--- src/rtl/l2_cache_pkg.sv ---
// Shared L2 tag-array definitions: geometry, entry layout and controller states.
// Entry layout: valid flag at VALID_BIT above the tag field.
package l2_cache_pkg;

    localparam int ADDR_WIDTH = 7;
    localparam int TAG_WIDTH  = 16;
    localparam int DATA_WIDTH = 17;
    localparam int VALID_BIT  = 16;

    typedef struct packed {
        logic                 valid;
        logic [TAG_WIDTH-1:0] tag;
    } l2_entry_t;

    typedef enum logic {
        ST_INIT,
        ST_RUN
    } l2_state_t;

endpackage

--- src/rtl/l2_tag_ctrl.sv ---
// L2 tag-array controller: clears the external tag SRAM after reset/flush,
// then serves single-cycle-issue tag lookups and entry updates.
module l2_tag_ctrl
    import l2_cache_pkg::*;
#(
    parameter int ADDR_WIDTH = l2_cache_pkg::ADDR_WIDTH,
    parameter int TAG_WIDTH  = l2_cache_pkg::TAG_WIDTH,
    parameter int DATA_WIDTH = l2_cache_pkg::DATA_WIDTH
) (
    input  logic                  clk,
    input  logic                  rst,

    input  logic                  lk_valid,
    output logic                  lk_ready,
    input  logic [ADDR_WIDTH-1:0] lk_index,
    input  logic [TAG_WIDTH-1:0]  lk_tag,

    input  logic                  upd_valid,
    output logic                  upd_ready,
    input  logic [ADDR_WIDTH-1:0] upd_index,
    input  logic [DATA_WIDTH-1:0] upd_entry,

    output logic                  rsp_valid,
    output logic                  rsp_hit,
    output logic [DATA_WIDTH-1:0] rsp_entry,

    input  logic                  flush_req,
    output logic                  init_done,

    output logic                  sram_csb0,
    output logic [ADDR_WIDTH-1:0] sram_addr0,
    output logic [DATA_WIDTH-1:0] sram_din0,
    output logic                  sram_csb1,
    output logic [ADDR_WIDTH-1:0] sram_addr1,
    input  logic [DATA_WIDTH-1:0] sram_dout1
);

    l2_state_t             state, state_nxt;
    logic [ADDR_WIDTH-1:0] cnt, cnt_nxt;

    logic                  upd_acc;
    logic                  lk_acc;
    logic                  bypass;

    logic                  lk_pend;
    logic                  byp_q;
    logic [TAG_WIDTH-1:0]  tag_q;
    logic [DATA_WIDTH-1:0] byp_entry_q;
    logic [DATA_WIDTH-1:0] rd_entry;

    always_comb begin
        state_nxt  = state;
        cnt_nxt    = cnt;
        upd_ready  = 1'b0;
        lk_ready   = 1'b0;
        upd_acc    = 1'b0;
        lk_acc     = 1'b0;
        bypass     = 1'b0;
        sram_csb0  = 1'b1;
        sram_addr0 = cnt;
        sram_din0  = '0;
        sram_csb1  = 1'b1;
        sram_addr1 = lk_index;

        case (state)
            ST_INIT: begin
                sram_csb0 = 1'b0;
                cnt_nxt   = cnt + 1'b1;
                if (cnt == '1) begin
                    state_nxt = ST_RUN;
                end
            end
            ST_RUN: begin
                upd_ready = !flush_req;
                lk_ready  = !flush_req;
                upd_acc   = upd_valid && !flush_req;
                lk_acc    = lk_valid && !flush_req;
                // Same-set update and lookup: serve the lookup from upd_entry so
                // the SRAM never sees a read and write to one address together.
                bypass    = upd_acc && lk_acc && (upd_index == lk_index);
                if (upd_acc) begin
                    sram_csb0  = 1'b0;
                    sram_addr0 = upd_index;
                    sram_din0  = upd_entry;
                end
                if (lk_acc && !bypass) begin
                    sram_csb1 = 1'b0;
                end
                if (flush_req) begin
                    state_nxt = ST_INIT;
                    cnt_nxt   = '0;
                end
            end
            default: begin
                state_nxt = ST_INIT;
                cnt_nxt   = '0;
            end
        endcase

        if (rst) begin
            sram_csb0 = 1'b1;
            sram_csb1 = 1'b1;
            upd_ready = 1'b0;
            lk_ready  = 1'b0;
        end
    end

    assign rd_entry = byp_q ? byp_entry_q : sram_dout1;

    always_ff @(posedge clk) begin
        if (rst) begin
            state       <= ST_INIT;
            cnt         <= '0;
            init_done   <= 1'b0;
            lk_pend     <= 1'b0;
            byp_q       <= 1'b0;
            tag_q       <= '0;
            byp_entry_q <= '0;
            rsp_valid   <= 1'b0;
            rsp_hit     <= 1'b0;
            rsp_entry   <= '0;
        end else begin
            state     <= state_nxt;
            cnt       <= cnt_nxt;
            init_done <= (state_nxt == ST_RUN);

            lk_pend <= lk_acc;
            if (lk_acc) begin
                tag_q       <= lk_tag;
                byp_q       <= bypass;
                byp_entry_q <= upd_entry;
            end

            rsp_valid <= lk_pend;
            if (lk_pend) begin
                rsp_entry <= rd_entry;
                rsp_hit   <= rd_entry[DATA_WIDTH-1] && (rd_entry[TAG_WIDTH-1:0] == tag_q);
            end
        end
    end

endmodule

--- config.mk ---
export PLATFORM = sky130hd
export DESIGN_NAME = l2_tag_ctrl
export DESIGN_NICKNAME = d
export VERILOG_FILES = /design/src/rtl/l2_cache_pkg.sv /design/src/rtl/l2_tag_ctrl.sv
export SDC_FILE = /design/constraint.sdc
export NUM_CORES = 1
export LEC_CHECK = 0
export CORE_UTILIZATION = 67
export DETAILED_ROUTE_END_ITERATION = 10
export DONT_BUFFER_PORTS = 1
export GPL_TIMING_DRIVEN = 0
export PLACE_DENSITY = 0.82
export REMOVE_ABC_BUFFERS = 1
export SYNTH_ARGS = -nofsm -noshare
export SYNTH_HDL_FRONTEND = slang
export SYNTH_SLANG_ARGS = --single-unit
--- constraint.sdc ---
create_clock -name clk -period 4.85 [get_ports clk]
set_clock_uncertainty 0.15 [all_clocks]
set_input_delay 0.7275 -clock clk [delete_from_list [all_inputs] [get_ports clk]]
set_output_delay 0.7275 -clock clk [all_outputs]
set_load 0.02 [all_outputs]
; ---- Word level (Yosys, flattened, before mapping)
; Cells that the tools add are included.
[totals]
output_inout_bits = 55
regBits = 62
input_bits = 69
[op_classes]
eq_ne = 4
muxes = 20
reduce_logical = 8
addsub = 1
n_bitwise = 1
[ops]
columns = operator, n
row1 = two-way mux 17 bit, 3
row2 = two-way mux 7 bit, 3
row3 = == test 16 bit, 1
row4 = case mux 7 bit (2 select lines), 1
row5 = two-way mux 1 bit, 11
row6 = adder 7 x 1 -> 7 bit (second input constant), 1
row7 = == test 7 bit, 1
row8 = == test 7 bit (second input constant), 1
row9 = logical AND 1 bit, 6
row10 = case mux 1 bit (2 select lines), 2
row11 = zero test 1 bit, 2
row12 = != test 2 bit (second input constant), 1
row13 = inverter 1 bit, 1

; ---- Depth between registers and ports, before layout
; Gate-level depths: netlist of run 1.
[depth]
depth_word = 9
depth_mapped = 7
mapped_depth_nobuf = 6

; ---- Worst setup path after synthesis of run 1
; Ideal clock, no wire load.
[synth_timing]
kind = input to output
start = in flush_req
end = out sram_csb1
setup_slack_ns = 2.346
t_required_ns = 3.973
arrival_ns = 1.627
path_stages = 4
cell_sequence = nand2b_1 -> nor2_1 -> and2_1 -> o21ai_1
[synth_between]
elab_chain_len = 9
word_cells_on_any_way = 10
cone_classes = mux: 3 / reduce/logical: 7
[synth_lines]
columns = item, line_no
row1 = from (decl), l2_tag_ctrl.sv:27  ; input logic flush_req,
row2 = zero test 1 bit *, "l2_tag_ctrl.sv:76, l2_tag_ctrl.sv:77"
row3 = "logical AND 1 bit, on equally long branches", "l2_tag_ctrl.sv:76, l2_tag_ctrl.sv:77"
row4 = logical AND 1 bit (2 in a row), l2_tag_ctrl.sv:80  ; bypass = upd_acc && lk_acc && (upd_index == lk_index);
row5 = zero test 1 bit, l2_tag_ctrl.sv:86  ; if (lk_acc && !bypass) begin
row6 = logical AND 1 bit *, l2_tag_ctrl.sv:86
row7 = two-way mux 1 bit *, l2_tag_ctrl.sv:86
row8 = two-way mux 1 bit *, l2_tag_ctrl.sv:65  ; case (state)
row9 = two-way mux 1 bit *, l2_tag_ctrl.sv:100  ; if (rst) begin
row10 = to (decl), l2_tag_ctrl.sv:33  ; output logic sram_csb1,
; Every way passes the cells marked *; elsewhere a longest branch is shown, timed or not.

; ---- Worst setup path after layout of run 1
[layout_timing]
start = reg state
end = out sram_csb1
[layout_between]
elab_chain_len = 2
[layout_lines]
columns = item, line_no
row1 = from (decl), l2_tag_ctrl.sv:38  ; l2_state_t state, state_nxt;
row2 = from (signal assigned), l2_tag_ctrl.sv:123  ; state <= state_nxt;
row3 = two-way mux 1 bit, l2_tag_ctrl.sv:65
row4 = two-way mux 1 bit, l2_tag_ctrl.sv:100
; No other way between the ends.

==> results of run 1 <==
==> through the flow <==
stage / worst slack, ps / instance area [sq um] / instances / hold slack [ps] / utilization, %
final: 1070 / 3000 / 384 / 298 / 72.9
after global routing: 916 / 3000 / 384 / 295 / 72.9
after CTS: 1100 / 3000 / 384 / 298 / 72.9
after detailed placement: 1350 / 2820 / 368 / 291 / 68.5
after global placement: 1390 / 2820 / 368 / 286 / 68.5
after floorplan: 1930 / 2760 / 318 / 280 / -
==> sequential cells by signal, indices dropped and copies added, names as in the netlist <==
name and count:
byp_entry_q 17, rsp_entry 17, tag_q 16, cnt 7
byp_q 1, lk_pend 1, rsp_hit 1, rsp_valid 1
state 1
==> routing by layer <==
| metal | up-vias | track usage [%] | routed length [um] |
|---|---|---|---|
| met2 | 100 | 49.3 | 3050 |
| met1 | 1066 | 29.5 | 2530 |
| met5 | - | 0 | 0 |
| li1 | 1145 | - | - |
| met3 | 10 | 6.50 | 517 |
| met4 | 0 | 16.9 | 132 |
==> critical path, delay by kind of cell, from the launching register on <==
kind | cells | cell delay (ps)
flip-flops | 1 | 1110
AO/OA/AOI/OAI | 1 | 180
AND/OR/NAND/NOR | 3 | 1280
==> cell type report <==
type                            count  share of cell area, %
Sequential cell                    62                   41.4
Inverter                            1                  0.125
Clock buffer                       11                   4.38
Clock inverter                      5                   1.67
Tap cell                           50                   2.08
Multi-Input combinational cell    255                   50.4
==> final timing paths <==
| path | startpoint | to | depth (start not counted) |
|---|---|---|---|
| setup reg to reg | state$_SDFF_PP0_ | tag_q[1]$_SDFFE_PP0P_ | 4 |
| setup / recovery | state$_SDFF_PP0_ | sram_csb1 | 4 |
| hold reg to reg | byp_entry_q[13]$_SDFFE_PP0P_ | byp_entry_q[13]$_SDFFE_PP0P_ | 2 |
| hold / removal | byp_entry_q[13]$_SDFFE_PP0P_ | byp_entry_q[13]$_SDFFE_PP0P_ | 2 |
==> cell usage after synthesis <==
cell,instances,share of area (%)
sky130_fd_sc_hd__nand2_1,71,9.1
sky130_fd_sc_hd__dfxtp_1,62,42
sky130_fd_sc_hd__a21oi_1,36,6.1
sky130_fd_sc_hd__nor2_1,31,4.0
sky130_fd_sc_hd__clkbuf_1,20,2.5
sky130_fd_sc_hd__and3_1,19,4.0
sky130_fd_sc_hd__xnor2_1,18,5.4
sky130_fd_sc_hd__a211oi_1,17,4.3
sky130_fd_sc_hd__mux2i_1,13,4.4
sky130_fd_sc_hd__buf_4,8,2.0
sky130_fd_sc_hd__mux2_1,7,2.7
sky130_fd_sc_hd__xor2_1,5,1.5
sky130_fd_sc_hd__buf_2,4,0.68
sky130_fd_sc_hd__mux2i_2,4,1.9
sky130_fd_sc_hd__o21ai_1,4,0.68
sky130_fd_sc_hd__a22oi_1,3,0.76
sky130_fd_sc_hd__and2_1,3,0.64
sky130_fd_sc_hd__nand3_1,3,0.51
sky130_fd_sc_hd__nand4_1,3,0.64
sky130_fd_sc_hd__nor2b_1,3,0.64
sky130_fd_sc_hd__nand2b_1,2,0.42
sky130_fd_sc_hd__nor4_1,2,0.42
sky130_fd_sc_hd__a311oi_1,1,0.30
sky130_fd_sc_hd__a31oi_1,1,0.21
sky130_fd_sc_hd__a41oi_1,1,0.30
sky130_fd_sc_hd__buf_12,1,0.68
sky130_fd_sc_hd__buf_6,1,0.38
sky130_fd_sc_hd__ha_1,1,0.42
sky130_fd_sc_hd__inv_2,1,0.13
sky130_fd_sc_hd__nand3b_1,1,0.26
sky130_fd_sc_hd__nor3b_1,1,0.26
sky130_fd_sc_hd__nor4_2,1,0.42
sky130_fd_sc_hd__o21bai_1,1,0.26
sky130_fd_sc_hd__o22ai_1,1,0.21
sky130_fd_sc_hd__o22ai_2,1,0.42
sky130_fd_sc_hd__o31a_1,1,0.30
==> power groups by stage <==
stage	registers (mW)	logic, mW	clock network [mW]
detailed placement	0.525	0.0350	0
global route	0.513	0.0385	0.457
CTS	0.513	0.0353	0.429
finish	0.513	0.0351	0.428
global placement	0.525	0.0346	0
floorplan	0.524	0.0300	0
==> cell families after synthesis <==
kind of cell | after synthesis | share of synthesized area [%]
compound gates | 67 | 13.9
mux | 24 | 8.97
flops | 62 | 42.2
buf+inv | 35 | 6.46
fa+ha+maj | 1 | 0.425
xor+xnor | 23 | 6.84
simple gates | 140 | 21.2
==> impl_metrics.json, run 1 <==
{
  "setup_repair_after_global_routing_missed_its_margin": "false",
  "seq_power_share_pct": 52.6,
  "power_mw": 0.976,
  "clock_tree_from_tritoncts": "built",
  "mappedNetlistArea_sq_um": 2940,
  "ios": 124,
  "worst-slew-pin-transition_ps": 1350,
  "sequential_to_total_area_share_from_yosys_stat_pct": 42.2,
  "multi_input_comb_area_sq_um": 1510,
  "dr.first_iter.drc_count": 138,
  "design.core.area_sq_um": 4120,
  "cts.htree.levels": 3,
  "postRouteAntennaNets": 0,
  "chipWidth_um": 68.3,
  "setup_viol": 0,
  "placer_congestion_estimate": 0.841,
  "grt_pass1_vias": 2120,
  "routed_wire_length_mm": 6.23,
  "post_synth.cell_area_avg_sq_um": 8.36,
  "grt_max_degree": 64,
  "detail_route.drc_violations": 0,
  "cp.arrival_ps": 2900,
  "critical_path.endpoint_type": "output pin",
  "grt_usage_pct": 27.8,
  "die_h_um": 68.3,
  "clock_sink_count": 62,
  "layout.filler_cells": 335,
  "power.ir.vdd_worst_uv": 224,
  "antenna_violations_before_repair": 0,
  "setup.worst_path.start_class": "flip-flop",
  "worstHoldPathType": "reg2reg",
  "grt_first_pass_wirelength_mm": 9.34,
  "port-buffer-count": 0,
  "timing_hold_violations_final": 0,
  "root_buf_cell": "sky130_fd_sc_hd__clkbuf_8",
  "period_share_pct": 77.9,
  "setup-tns-final_ps": 0,
  "rows": 23,
  "most_frequent_cells_in_the_layout": "sky130_fd_sc_hd__nand2_1, sky130_fd_sc_hd__dfxtp_1, sky130_fd_sc_hd__a21oi_1",
  "syn-instance-count": 352,
  "globalRoute.totalOverflow": 0,
  "net_switching_power_figure_mw": 0.215,
  "synth-warning-count": 0,
  "rrSetupSlack_ps": 1830,
  "path_cells": "nand2b_1 -> nor2_1 -> and2_1 -> o21ai_1",
  "insertedDiodeCount": 0,
  "critPathMaxStageDelay_ps": 1110,
  "maxSlewHeadroom_pct": 9.73,
  "fmax_mhz": 265,
  "start_util_pct": 71.5,
  "clk_latency_ps": 340,
  "cts.repair.resized": 0,
  "cp.required_ps": 3970,
  "wl_per_cell_um": 16.2,
  "power.share.clock_pct": 43.8,
  "finalMaxSlewViolations": 0,
  "cts_inserted_buffers": 9,
  "final_net_count": 399,
  "layout_commonest_cell": "sky130_fd_sc_hd__nand2_1",
  "comb_power_share_pct": 3.6,
  "post-dp-hpwl_mm": 4.05,
  "critical_path_cell_with_the_highest_stage_delay": "sky130_fd_sc_hd__dfxtp_1",
  "cts_buffer_depth": 2,
  "power-per-cell-area_nw_per_um2": 325,
  "leakage_nw": 1.02,
  "internal_power_mw": 0.761,
  "drt-vias-per-instance": 6.04,
  "synthToLayoutAreaGrowth_pct": 1.95,
  "synth_cell_types": 36,
  "route.vias.total": 2321,
  "die-area_sq_um": 4660,
  "layout.area.seq_sq_um": 1240,
  "postSynthRegisterBits": 62,
  "critical_path_class": "reg2out",
  "drt_pass1_iterations": 4,
  "reg_clk_slew_reported_paths_ps": 70,
  "finalWorstPathRequiredPeriod_ps": 3780,
  "postCtsSetupBuffers": 0,
  "outcome": "completed",
  "hold_buffers": 0,
  "layout-drive-gt1-share_pct": 6.29,
  "max-cap-violations": 0,
  "critical_path.max_fanout": 32,
  "switching_share_pct": 22.0
}
Note: power is estimated with default switching activity, not from simulation.
==> run 2, diff against run 1 <==
- CORE_UTILIZATION: 67 -> 63
- PLACE_DENSITY: 0.82 -> 0.78
- clock period: 4.85 -> 3.8 ns (I/O delays scaled with it)
==> impl_metrics.json, run 2 (synthesis results as in run 1) <==
{
  "start_util_pct": 66.7,
  "reg_clk_slew_reported_paths_ps": 70,
  "internal_power_mw": 1.13,
  "outcome": "completed",
  "setup-tns-final_ps": 0,
  "dr.first_iter.drc_count": 143,
  "pre_cts_ws_ps": 532,
  "design.core.area_sq_um": 4410,
  "rows": 24,
  "layout.filler_cells": 375,
  "critical_path.endpoint_type": "output pin",
  "critical_path.max_fanout": 32,
  "die-area_sq_um": 4950,
  "synthToLayoutAreaGrowth_pct": 4.59,
  "wl_per_cell_um": 16.6,
  "finalWorstPathRequiredPeriod_ps": 3140,
  "cp.required_ps": 3080,
  "post-dp-hpwl_mm": 4.13,
  "port-buffer-count": 0,
  "power-per-cell-area_nw_per_um2": 458,
  "critical_path_cell_with_the_highest_stage_delay": "sky130_fd_sc_hd__dfxtp_2",
  "max-cap-violations": 0,
  "grt_pass1_vias": 2160,
  "drt-vias-per-instance": 6.03,
  "hold_slack_ps": 141,
  "fmax_mhz": 318,
  "root_buf_cell": "sky130_fd_sc_hd__clkbuf_8",
  "power.ir.vdd_worst_uv": 299,
  "worstHoldPathType": "in2reg",
  "period_share_pct": 82.8,
  "layout.area.seq_sq_um": 1240,
  "insertedDiodeCount": 0,
  "layout-drive-gt1-share_pct": 7.49,
  "routed_wire_length_mm": 6.41,
  "largest_registers": "byp_entry_q: 17 flops, rsp_entry: 17 flops, tag_q: 16 flops",
  "post_layout_utilization_of_the_core_pct": 69.8,
  "worst-r2r-cell-count": 4,
  "dp_cells": 370,
  "setup_viol": 0,
  "grt_first_pass_wirelength_mm": 9.96,
  "power.share.clock_pct": 50.4,
  "antenna_violations_before_repair": 0,
  "postRouteAntennaNets": 0,
  "comb_power_share_pct": 3.2,
  "cts_inserted_buffers": 9,
  "critical_path_class": "reg2out",
  "leakage_nw": 1.05,
  "clk_latency_ps": 340,
  "clock_sink_count": 62,
  "timing_hold_violations_final": 0,
  "path_cells": "nand2b_1 -> nor2_1 -> and2_1 -> o21ai_1",
  "net_switching_power_figure_mw": 0.278,
  "critPathMaxStageDelay_ps": 740,
  "setup.worst_path.start_class": "flip-flop",
  "layout_commonest_cell": "sky130_fd_sc_hd__nand2_1",
  "postLayoutSetupSlackWorst_ps": 655,
  "final_net_count": 399,
  "most_frequent_cells_in_the_layout": "sky130_fd_sc_hd__nand2_1, sky130_fd_sc_hd__dfxtp_1, sky130_fd_sc_hd__a21oi_1",
  "detail_route.drc_violations": 0,
  "cp.arrival_ps": 2420,
  "route.vias.total": 2326,
  "seq_power_share_pct": 46.4,
  "clock_tree_from_tritoncts": "built",
  "worst-slew-pin-transition_ps": 1260,
  "power_mw": 1.41,
  "placer_congestion_estimate": 0.798,
  "hold_buffers": 0,
  "grt_max_degree": 64,
  "cts_buffer_depth": 2,
  "drt_pass1_iterations": 4,
  "multi_input_comb_area_sq_um": 1520,
  "finalMaxSlewViolations": 0,
  "maxSlewHeadroom_pct": 15.9,
  "min_path_cells": 1,
  "dpl_cell_area_sq_um": 2820,
  "die_h_um": 70.4,
  "chipWidth_um": 70.4,
  "switching_share_pct": 19.7,
  "cts.htree.levels": 3,
  "globalRoute.totalOverflow": 0,
  "finish.cell_count_without_fillers": 386,
  "grt_usage_pct": 26.2,
  "design_area_sq_um": 3080,
  "ios": 124,
  "setup_repair_after_global_routing_missed_its_margin": "false"
}
run 2: cell types whose count changed in the layout (fill, tap and decap cells not counted), sizes merged:
cell	change
bufinv	+1
clkbuf	+3
clkinv	-4
run 2: worst paths after layout:
check	startpoint	end	slack [ps]
hold reg to reg	byp_entry_q[8]$_SDFFE_PP0P_	byp_entry_q[8]$_SDFFE_PP0P_	300
setup reg to reg	state$_SDFF_PP0_	tag_q[11]$_SDFFE_PP0P_	1160
setup / recovery	state$_SDFF_PP0_	sram_csb1	660
hold / removal	rst	cnt[1]$_SDFFE_PP0P_	140
run 2: power groups by stage:
stage	Clock, mW	Combinational (mW)	Sequential, mW
final	0.711	0.0454	0.655
after global placement	0	0.0438	0.670
after detailed placement	0	0.0453	0.670
after floorplan	0	0.0383	0.669
after global routing	0.750	0.0500	0.655
after CTS	0.722	0.0455	0.655
run 2: critical path, delay by kind of cell, from the launching register on:
kind               cells  cell delay, ps
and+or+nand+nor        3            1180
DFF                    1             740
AOI/OAI and AO/OA      1             170
run 2: timing repair:
| action | 4_1_cts | 5_1_grt |
|---|---|---|
| buffers inserted | 0 | 0 |
| setup endpoints to repair | 0 | 1 |
| resized for setup | 0 | 1 |
run 2: layout make-up:
cell class              instances  share of cell area (%)
clock buffers                  14                    6.26
well taps                      52                    2.11
multi-input cells             255                    49.2
inverters                       1                   0.122
flip-flops and latches         62                    40.3
clock inverters                 2                    1.95
run 2: layer usage:
metal	vias to the layer above	part of all wire (%)	global-route usage [%]
met5	-	0	0
met4	0	2.4	12.7
met3	16	8.2	9.67
met2	105	48	41.5
met1	1063	41	31.2
li1	1142	-	-
==> run 3, diff against run 2 <==
- ABC_AREA: unset -> 1
- clock period: 3.8 -> 2.9 ns (I/O delays scaled with it)
==> impl_metrics.json, run 3 <==
{
  "postCtsSetupBuffers": 0,
  "critPathMaxStageDelay_ps": 550,
  "dominant_combinational_cell_family_by_area_after_synthesis": "simple AND/OR/NAND/NOR gates",
  "critical_path.reg2reg.startpoint": "byp_q$_SDFFE_PP0P_",
  "setup.worst_path.start_class": "flip-flop",
  "maxSlewHeadroom_pct": 26.0,
  "timing.critical_path.from": "state$_SDFF_PP0_",
  "grt_max_degree": 42,
  "setup-tns-final_ps": 0,
  "synth-warning-count": 0,
  "detail_route.drc_violations": 0,
  "cts_buffer_depth": 2,
  "max-cap-violations": 0,
  "cts.htree.levels": 3,
  "cp.required_ps": 2320,
  "synthAdderAreaFrac_pct": 0.392,
  "asyncSetResetFlopFracSynth_pct": 0,
  "port-buffer-count": 0,
  "dp_cells": 516,
  "reg_clk_slew_reported_paths_ps": 70,
  "postSynth.topFlopCell": "sky130_fd_sc_hd__dfxtp_1",
  "postRouteAntennaNets": 0,
  "critPathBufInv": 3,
  "grt_usage_pct": 28.5,
  "cp.arrival_ps": 2110,
  "grt_pass1_vias": 2539,
  "grt_first_pass_wirelength_mm": 11.4,
  "finish.cell_count_without_fillers": 534,
  "synthToLayoutAreaGrowth_pct": 2.86,
  "clock_sink_count": 62,
  "route.vias.total": 2883,
  "design.core.area_sq_um": 4790,
  "finalMaxSlewViolations": 0,
  "globalRoute.totalOverflow": 0,
  "power-per-cell-area_nw_per_um2": 496,
  "setup_viol": 0,
  "outcome": "completed",
  "synth_xor_xnor_area_share_pct": 1.10,
  "power.ir.vdd_worst_uv": 270,
  "mappedNetlistArea_sq_um": 3190,
  "worstHoldPathType": "in2reg",
  "worst-slew-pin-transition_ps": 1110,
  "period_share_pct": 93.1,
  "postSynthRegisterBits": 62,
  "worst_path_dominant_cell_family": "simple AND/OR/NAND/NOR gates",
  "critical_path_cell_with_the_highest_stage_delay": "sky130_fd_sc_hd__dfxtp_1",
  "synth-compound-area-share_pct": 18.5,
  "post-dp-hpwl_mm": 4.80,
  "path_cells": "inv_2 -> nor2_4 -> inv_2 -> nor2_8 -> inv_4 -> nor2_2 -> nand2_1",
  "finalWorstPathRequiredPeriod_ps": 2700,
  "top_signal_layer_used": "met4",
  "die_h_um": 73.2,
  "placer_congestion_estimate": 0.781,
  "netlist.top_cell.by_area": "sky130_fd_sc_hd__dfxtp_1",
  "hold_start": "upd_entry[13]",
  "sequential_to_total_area_share_from_yosys_stat_pct": 38.9,
  "syn-instance-count": 479,
  "drt_pass1_iterations": 4,
  "m1WireLength_mm": 3.18,
  "ios": 124,
  "largest_registers": "byp_entry_q: 17 flops, rsp_entry: 17 flops, tag_q: 16 flops",
  "simple_gate_fraction_of_synth_area_pct": 25.2,
  "antenna_violations_before_repair": 0,
  "setup_repair_after_global_routing_missed_its_margin": "false",
  "post_synth.cell_area_avg_sq_um": 6.67,
  "start_util_pct": 66.7,
  "die-area_sq_um": 5360,
  "critical_path.endpoint_type": "output pin",
  "layout-drive-gt1-share_pct": 7.07,
  "most_frequent_cells_in_the_layout": "sky130_fd_sc_hd__nand2_1, sky130_fd_sc_hd__inv_1, sky130_fd_sc_hd__nor2_1",
  "routed_wire_length_mm": 7.46,
  "clock_tree_from_tritoncts": "built",
  "dr.first_iter.drc_count": 241,
  "synth.top_cell.area_share_pct": 38.9,
  "wl_per_cell_um": 14.0,
  "met3RoutedLength_um": 587,
  "critical_path.max_fanout": 33,
  "synth-edff-count": 0,
  "final_net_count": 533,
  "synth.top_cells.by_area": "sky130_fd_sc_hd__dfxtp_1, sky130_fd_sc_hd__nand2_1, sky130_fd_sc_hd__inv_1",
  "layout_commonest_cell": "sky130_fd_sc_hd__nand2_1",
  "rows": 25,
  "synth_cell_types": 32,
  "root_buf_cell": "sky130_fd_sc_hd__clkbuf_8",
  "chipWidth_um": 73.2,
  "timing_hold_violations_final": 0,
  "clk_latency_ps": 340,
  "synth_mux_area_share_pct": 0.705,
  "cts_inserted_buffers": 9,
  "drt-vias-per-instance": 5.40,
  "synth_commonest_cells": "sky130_fd_sc_hd__nand2_1, sky130_fd_sc_hd__inv_1, sky130_fd_sc_hd__nor2_1",
  "critical_path_class": "reg2out",
  "synth.most_common_cell": "sky130_fd_sc_hd__nand2_1",
  "layout.filler_cells": 454,
  "timing.critical_path.mode_cell": "sky130_fd_sc_hd__inv_2",
  "wl_met2_mm": 3.58,
  "insertedDiodeCount": 0,
  "fmax_mhz": 370,
  "leakage_nw": 1.54
}
-- run 3: worst paths after layout --
check / to / slack [ps] / cells past startpoint
setup reg to reg: rsp_hit$_SDFFE_PP0P_ / 670 / 10
hold reg to reg: tag_q[13]$_SDFFE_PP0P_ / 320 / 2
setup / recovery: sram_csb1 / 200 / 7
hold / removal: byp_entry_q[13]$_SDFFE_PP0P_ / 90 / 2
-- run 3: final cells by class --
type	count	area, sq um	area share (%)
Clock buffer	11	151	4.61
Tap cell	67	83.8	2.55
Multi-Input combinational cell	314	1480	45.1
Clock inverter	4	22.5	0.686
Timing Repair Buffer	2	20.0	0.610
Sequential cell	62	1240	37.8
Inverter	74	283	8.61
-- run 3: cell families (layout without fill, tap and decap cells) --
logic type,after synthesis,in the layout
AOI/OAI and AO/OA,113,113
xor gates and xnor gates,4,4
adders and majority gates,1,1
buffers and inverters,104,91
DFF,62,62
muxes,2,2
and+or+nand+nor,193,194
-- run 3: metrics by stage --
step	area [sq um]	total power, mW	utilization, %	setup slack, ps	hold slack, ps
floorplan	2990	0.947	-	558	296
global placement	3070	0.960	64.2	139	305
detailed placement	3070	0.963	64.2	90.5	313
CTS	3260	1.63	68.2	102	1.80
global route	3280	1.70	68.6	41.5	76.0
finish	3280	1.63	68.6	201	87.9
-- run 3: power by group --
group	total, mW	internal, mW	switching, mW	leakage, nW
clock network	0.681	0.347	0.333	0.0910
logic	0.0906	0.0327	0.0579	0.949
registers	0.859	0.855	0.00372	0.500
-- run 3: routing by layer --
layer  vias up  global-route usage, %
met5         -                      0
met4         0                   10.7
met3         8                   10.1
met2       105                   47.6
met1      1290                   33.5
li1       1480                      -
-- run 3: timing repair --
action                     in CTS  in global routing
setup endpoints to repair      25                  1
hold buffers                    1                  1
hold endpoints to repair        1                  4
gates resized for setup         5                  0
pin swaps                       0                  1
cloned                          0                  1
